$ cat src/rtl/preamble_tx.sv
// 802.11a/g legacy preamble source: NUM_STS_REPS short periods, GI2, then two long
// training symbols, streamed as Q1.15 I/Q on an AXI-Stream master at one sample per clock.
module preamble_tx #(
   parameter int NUM_STS_REPS = 10,
   parameter bit TLAST_EN     = 1'b1
) (
   input  logic        clk_in,
   input  logic        rst_n_in,
   input  logic        start_in,
   output logic        busy_out,
   output logic        tx_axis_tvalid,
   input  logic        tx_axis_tready,
   output logic [15:0] tx_i_axis_tdata,
   output logic [15:0] tx_q_axis_tdata,
   output logic [1:0]  tx_axis_tuser,
   output logic        tx_axis_tlast
);

   typedef enum logic [2:0] {S_IDLE, S_STS, S_GI2, S_LTS1, S_LTS2} state_t;

   typedef struct packed {
      logic [15:0] i;
      logic [15:0] q;
      logic [1:0]  tag;
      logic        last;
   } sample_t;

   localparam logic [3:0] LAST_REP = 4'(NUM_STS_REPS - 1);

   state_t      state, nxt_state;
   logic [3:0]  sts_idx, nxt_sts_idx;
   logic [3:0]  sts_rep, nxt_sts_rep;
   logic [5:0]  lts_idx, nxt_lts_idx;
   logic [31:0] sts_iq, lts_iq;
   sample_t     nxt;
   logic        load;

   function automatic logic [31:0] iq(input int re, input int im);
      return {16'(re), 16'(im)};
   endfunction

   // Time-domain training symbols, round(v*32768).
   function automatic logic [31:0] sts_rom(input logic [3:0] a);
      logic [31:0] r;
      r = '0;
      case (a)
         4'd0:  r = iq( 1507,  1507);
         4'd1:  r = iq(-4325,    66);
         4'd2:  r = iq( -426, -2589);
         4'd3:  r = iq( 4686,  -426);
         4'd4:  r = iq( 3015,     0);
         4'd5:  r = iq( 4686,  -426);
         4'd6:  r = iq( -426, -2589);
         4'd7:  r = iq(-4325,    66);
         4'd8:  r = iq( 1507,  1507);
         4'd9:  r = iq(   66, -4325);
         4'd10: r = iq(-2589,  -426);
         4'd11: r = iq( -426,  4686);
         4'd12: r = iq(    0,  3015);
         4'd13: r = iq( -426,  4686);
         4'd14: r = iq(-2589,  -426);
         4'd15: r = iq(   66, -4325);
         default: r = '0;
      endcase
      return r;
   endfunction

   function automatic logic [31:0] lts_rom(input logic [5:0] a);
      logic [31:0] r;
      r = '0;
      case (a)
         6'd0:  r = iq( 5112,     0);
         6'd1:  r = iq( -164, -3932);
         6'd2:  r = iq( 1311, -3637);
         6'd3:  r = iq( 3178,  2720);
         6'd4:  r = iq(  688,   918);
         6'd5:  r = iq( 1966, -2884);
         6'd6:  r = iq(-3768, -1802);
         6'd7:  r = iq(-1245, -3473);
         6'd8:  r = iq( 3211,  -852);
         6'd9:  r = iq( 1737,   131);
         6'd10: r = iq(   33, -3768);
         6'd11: r = iq(-4489, -1540);
         6'd12: r = iq(  786, -1933);
         6'd13: r = iq( 1933,  -492);
         6'd14: r = iq( -721,  5276);
         6'd15: r = iq( 3899,  -131);
         6'd16: r = iq( 2032,  2032);
         6'd17: r = iq( 1212, -3211);
         6'd18: r = iq(-1868, -1278);
         6'd19: r = iq(-4293, -2130);
         6'd20: r = iq( 2687, -3015);
         6'd21: r = iq( 2294,  -459);
         6'd22: r = iq(-1966, -2654);
         6'd23: r = iq(-1835,   721);
         6'd24: r = iq(-1147,  4948);
         6'd25: r = iq(-3998,   557);
         6'd26: r = iq(-4162,   688);
         6'd27: r = iq( 2458,  2425);
         6'd28: r = iq(  -98, -1769);
         6'd29: r = iq(-3015,  3768);
         6'd30: r = iq( 3015,  3473);
         6'd31: r = iq(  393,  3211);
         6'd32: r = iq(-5112,     0);
         6'd33: r = iq(  393, -3211);
         6'd34: r = iq( 3015, -3473);
         6'd35: r = iq(-3015, -3768);
         6'd36: r = iq(  -98,  1769);
         6'd37: r = iq( 2458, -2425);
         6'd38: r = iq(-4162,  -688);
         6'd39: r = iq(-3998,  -557);
         6'd40: r = iq(-1147, -4948);
         6'd41: r = iq(-1835,  -721);
         6'd42: r = iq(-1966,  2654);
         6'd43: r = iq( 2294,   459);
         6'd44: r = iq( 2687,  3015);
         6'd45: r = iq(-4293,  2130);
         6'd46: r = iq(-1868,  1278);
         6'd47: r = iq( 1212,  3211);
         6'd48: r = iq( 2032, -2032);
         6'd49: r = iq( 3899,   131);
         6'd50: r = iq( -721, -5276);
         6'd51: r = iq( 1933,   492);
         6'd52: r = iq(  786,  1933);
         6'd53: r = iq(-4489,  1540);
         6'd54: r = iq(   33,  3768);
         6'd55: r = iq( 1737,  -131);
         6'd56: r = iq( 3211,   852);
         6'd57: r = iq(-1245,  3473);
         6'd58: r = iq(-3768,  1802);
         6'd59: r = iq( 1966,  2884);
         6'd60: r = iq(  688,  -918);
         6'd61: r = iq( 3178, -2720);
         6'd62: r = iq( 1311,  3637);
         6'd63: r = iq( -164,  3932);
         default: r = '0;
      endcase
      return r;
   endfunction

   // Counters always point at the sample currently on the bus; this computes the one after it.
   always_comb begin
      nxt_state   = state;
      nxt_sts_idx = sts_idx;
      nxt_sts_rep = sts_rep;
      nxt_lts_idx = lts_idx;
      case (state)
         S_IDLE: begin
            nxt_state   = S_STS;
            nxt_sts_idx = '0;
            nxt_sts_rep = '0;
            nxt_lts_idx = '0;
         end
         S_STS: begin
            nxt_sts_idx = sts_idx + 4'd1;
            if (sts_idx == 4'd15) begin
               if (sts_rep == LAST_REP) begin
                  nxt_state   = S_GI2;
                  nxt_sts_rep = '0;
                  nxt_lts_idx = 6'd32;
               end else begin
                  nxt_sts_rep = sts_rep + 4'd1;
               end
            end
         end
         S_GI2: begin
            nxt_lts_idx = lts_idx + 6'd1;
            if (lts_idx == 6'd63) nxt_state = S_LTS1;
         end
         S_LTS1: begin
            nxt_lts_idx = lts_idx + 6'd1;
            if (lts_idx == 6'd63) nxt_state = S_LTS2;
         end
         S_LTS2: begin
            nxt_lts_idx = lts_idx + 6'd1;
            if (lts_idx == 6'd63) nxt_state = S_IDLE;
         end
         default: nxt_state = S_IDLE;
      endcase
   end

   always_comb begin
      sts_iq = sts_rom(nxt_sts_idx);
      lts_iq = lts_rom(nxt_lts_idx);
      nxt    = '0;
      if (nxt_state == S_STS)       {nxt.i, nxt.q} = sts_iq;
      else if (nxt_state != S_IDLE) {nxt.i, nxt.q} = lts_iq;
      case (nxt_state)
         S_GI2:   nxt.tag = 2'd1;
         S_LTS1:  nxt.tag = 2'd2;
         S_LTS2:  nxt.tag = 2'd3;
         default: nxt.tag = 2'd0;
      endcase
      nxt.last = TLAST_EN && (nxt_state == S_LTS2) && (nxt_lts_idx == 6'd63);
   end

   // Outside IDLE tvalid is always high, so a load is exactly an accepted beat.
   assign load = (state == S_IDLE) ? start_in : (tx_axis_tvalid & tx_axis_tready);

   always_ff @(posedge clk_in or negedge rst_n_in) begin
      if (!rst_n_in) begin
         state           <= S_IDLE;
         sts_idx         <= '0;
         sts_rep         <= '0;
         lts_idx         <= '0;
         busy_out        <= 1'b0;
         tx_axis_tvalid  <= 1'b0;
         tx_i_axis_tdata <= '0;
         tx_q_axis_tdata <= '0;
         tx_axis_tuser   <= '0;
         tx_axis_tlast   <= 1'b0;
      end else if (load) begin
         state           <= nxt_state;
         sts_idx         <= nxt_sts_idx;
         sts_rep         <= nxt_sts_rep;
         lts_idx         <= nxt_lts_idx;
         busy_out        <= (nxt_state != S_IDLE);
         tx_axis_tvalid  <= (nxt_state != S_IDLE);
         tx_i_axis_tdata <= nxt.i;
         tx_q_axis_tdata <= nxt.q;
         tx_axis_tuser   <= nxt.tag;
         tx_axis_tlast   <= nxt.last;
      end
   end

endmodule

$ cat config.mk
export PLATFORM = sky130hd
export DESIGN_NAME = preamble_tx
export DESIGN_NICKNAME = d
export VERILOG_FILES = /design/src/rtl/preamble_tx.sv
export SDC_FILE = /design/constraint.sdc
export NUM_CORES = 1
export LEC_CHECK = 0
export BUFFER_PORTS_ARGS = -buffer_cell sky130_fd_sc_hd__buf_4
export CELL_PAD_IN_SITES_DETAIL_PLACEMENT = 0
export CELL_PAD_IN_SITES_GLOBAL_PLACEMENT = 1
export CORE_MARGIN = 2
export CORE_UTILIZATION = 46
export CTS_CLUSTER_DIAMETER = 30
export DETAILED_ROUTE_END_ITERATION = 6
export HOLD_SLACK_MARGIN = 0.05
export PLACE_DENSITY = 0.84
export SLEW_MARGIN = 30
export SYNTH_ARGS = -nofsm -noshare
export SYNTH_HDL_FRONTEND = slang
export SYNTH_SLANG_ARGS = --single-unit
$ cat constraint.sdc
create_clock -name clk_in -period 4.2 [get_ports clk_in]
set_input_delay 0.42 -clock clk_in [delete_from_list [all_inputs] [get_ports clk_in]]
set_output_delay 0.42 -clock clk_in [all_outputs]
set_load 0.01 [all_outputs]
==> flow_summary.ini <==
[outcome]
status = finished, final reports clean

[logic_synthesis]
synth-seq-area-share = 0.213
syn-num-nets = 829
synth.largest_area_cell = dfrtp_1
synth_seq_cells = 49
async_flop_share = 1.00
synth_commonest_cells = nand2_1, nor2_1, o21ai_0
synth_area_leaders = dfrtp_1, o21ai_0, a21oi_1
synthesis.area_mm2 = 0.00575
synth_top_area_frac = 0.213
yosysUniqueCellTypes = 84
avgSynthCellArea_um2 = 7.18
synth_ff_type = dfrtp_1
synthCells = 801
yosysMostFrequentCell = nand2_1
synth_warnings = 0
synth_edf_count = 0

[clock_tree]
postCtsSetupRepairBufs = 0
cts_resized = 0
cts.path.max_buffers = 2
cts_hold_buf = 0
ctsHtreeMaxLevel = 2
cts_tree = built
clock_sinks = 49
insertion_delay_ps = 310
cts.reportedPaths.clkPinSlew_ps = 90
ctsRootBufferMaster = clkbuf_16
numCtsBuffers = 5

[detailed_routing]
drc = 0
routedWlPerCell_um = 27.5
ant_nets = 0
finalWirelength_um = 26900
vias = 7133
drt_iter0_markers = 1367
drt-vias-per-instance = 7.30
first_pass_iters = 6

[worst_setup_path]
crit_path_start_kind = register
cp_slowest_stage_delay_ps = 780
crit_chain = or2_0, and2_1, o22a_1, ha_1, buf_4, nand2_1, a21oi_1, o32ai_1, a21oi_1, o22ai_1
crit_type = register to register
worstSetupEndpointType = register
regToRegSetupSlack_ps = 300
cp_data_arrival_time_ps = 4120
slowest_stage = dfrtp_1
crit_top_cell = a21oi_1
required_ps = 4420
path_max_fanout = 22

[sta]
period_needed_ps = 3900
min_period_over_period = 0.928
slew_violations = 0
rsz0062_at_grt = false
finalClockSkew_ps = 14.6
slew_headroom = 0.473
final.hold.worst_slack_ps = 163
setup_violations = 0
tns_ps = 0
final_hold_viol_count = 0
timing.fmax_mhz = 256
worst_pin_slew_ps = 786

[place]
dp_cells = 969
gp_congestion = 1.10
io_buffers = 40
place_hpwl_um = 19300

[final_layout]
fin_cells = 977
drive_gt1_frac = 0.147
finalNetCount = 836
area_delta_synth_final_pct = 10.4
diodes = 0

[die]
start_util = 0.475
die_area_mm2 = 0.0134
placementRows = 40
io-pin-count = 41
core_mm2 = 0.0121
die_y_um = 116
die_x_um = 116

[min_path]
hold_class = primary input to async pin

[flow_run]
cap_violations = 0

[grt]
grtUsageTotal = 0.403
grt_pass1_wl_um = 40500
grt_max_degree = 80
antenna_found_initial = 0
first_global_vias = 6525
grt-ovfl-total = 0
[final cells by class]
cell class / instances / area [um2]
clock buffer: 6 / 139
inverter: 12 / 45.0
tap: 168 / 210
timing repair buffer: 83 / 661
clock inverter: 2 / 16.3
fill: 1202 / 5770
sequential: 49 / 1230
multi-input combinational: 657 / 4050
[stage by stage]
step | util | cell area (um2) | setup WS (ps)
2_1_floorplan | - | 5750 | 1110
3_3_place_gp | 0.511 | 6190 | 525
3_5_place_dp | 0.511 | 6190 | 501
4_1_cts | 0.524 | 6340 | 483
5_1_grt | 0.524 | 6340 | 155
6_report | 0.524 | 6340 | 301
[sequential cells by signal (all words and copies together) (netlist names)]
register / cells
sts_rep: 4
tx_q_axis_tdata: 14
sts_idx: 4
tx_axis_tlast: 1
tx_axis_tuser: 2
state: 3
tx_i_axis_tdata: 14
tx_axis_tvalid: 1
lts_idx: 6
[per-layer routing]
layer  vias up  wire length [um]  track usage
li1       3041                 -            -
met2       621             11300        0.609
met1      3344             10800        0.551
met5         -                 0            0
met3       127              3390        0.101
met4         0              1360        0.164
[path summary, 6_finish.rpt]
kind / from / endpoint / cells past startpoint
min reg2reg: tx_axis_tuser[0]$_DFFE_PN0P_ / tx_axis_tuser[0]$_DFFE_PN0P_ / 2
min: rst_n_in / tx_i_axis_tdata[2]$_DFFE_PN0P_ / 1
max: state[1]$_DFFE_PN0P_ / tx_i_axis_tdata[1]$_DFFE_PN0P_ / 10
max reg2reg: state[1]$_DFFE_PN0P_ / tx_i_axis_tdata[1]$_DFFE_PN0P_ / 10
min in group clk_in: tx_axis_tuser[0]$_DFFE_PN0P_ / tx_axis_tuser[0]$_DFFE_PN0P_ / 2
max in group asynchronous: rst_n_in / tx_q_axis_tdata[12]$_DFFE_PN0P_ / 1
[layout by cell type, fill, tap and decap left out, drive strengths merged, types with 5 or more instances in the layout]
master  Yosys  routed
mux2i       7       7
nand3      30      30
buf        56      83
nand2b      8       8
o22ai       8       8
nand4       7       7
a31o        5       5
a311oi      8       8
clkbuf     27       6
nor2       88      88
o21ai      84      84
o311ai      7       7
a31oi      18      18
a21oi      74      74
a22oi       5       5
nand2      85      85
o211ai     19      19
or3        10      10
o21bai      7       7
a221oi     12      12
o31ai       9       9
o211a       5       5
ha         24      24
a21o        5       5
dfrtp      49      49
nor3       23      23
and2        7       7
a211oi     15      15
inv        12      13
and3        9       9
[kinds of logic (layout without fill, tap and decap cells)]
| logic type | count (synthesis) | after routing | share of synthesized area |
|---|---|---|---|
| AO/OA/AOI/OAI | 332 | 332 | 0.386 |
| XOR/XNOR | 4 | 4 | 0.00609 |
| adder cells (fa/ha/maj) | 24 | 24 | 0.0522 |
| buffers and inverters | 95 | 103 | 0.0838 |
| flip-flops | 49 | 49 | 0.213 |
| multiplexers | 8 | 8 | 0.0141 |
| AND/OR/NAND/NOR | 289 | 289 | 0.245 |
[critical path: cells and delay by family, from the launching register on]
family          cells  cell delay, ps
compound gates      5            1560
simple gates        3             950
flops               1             780
fa+ha+maj           1             280
buf+inv             1             240
Power is not shown: default switching activity piles up to over one toggle a cycle in this logic, so the estimate is an artifact.
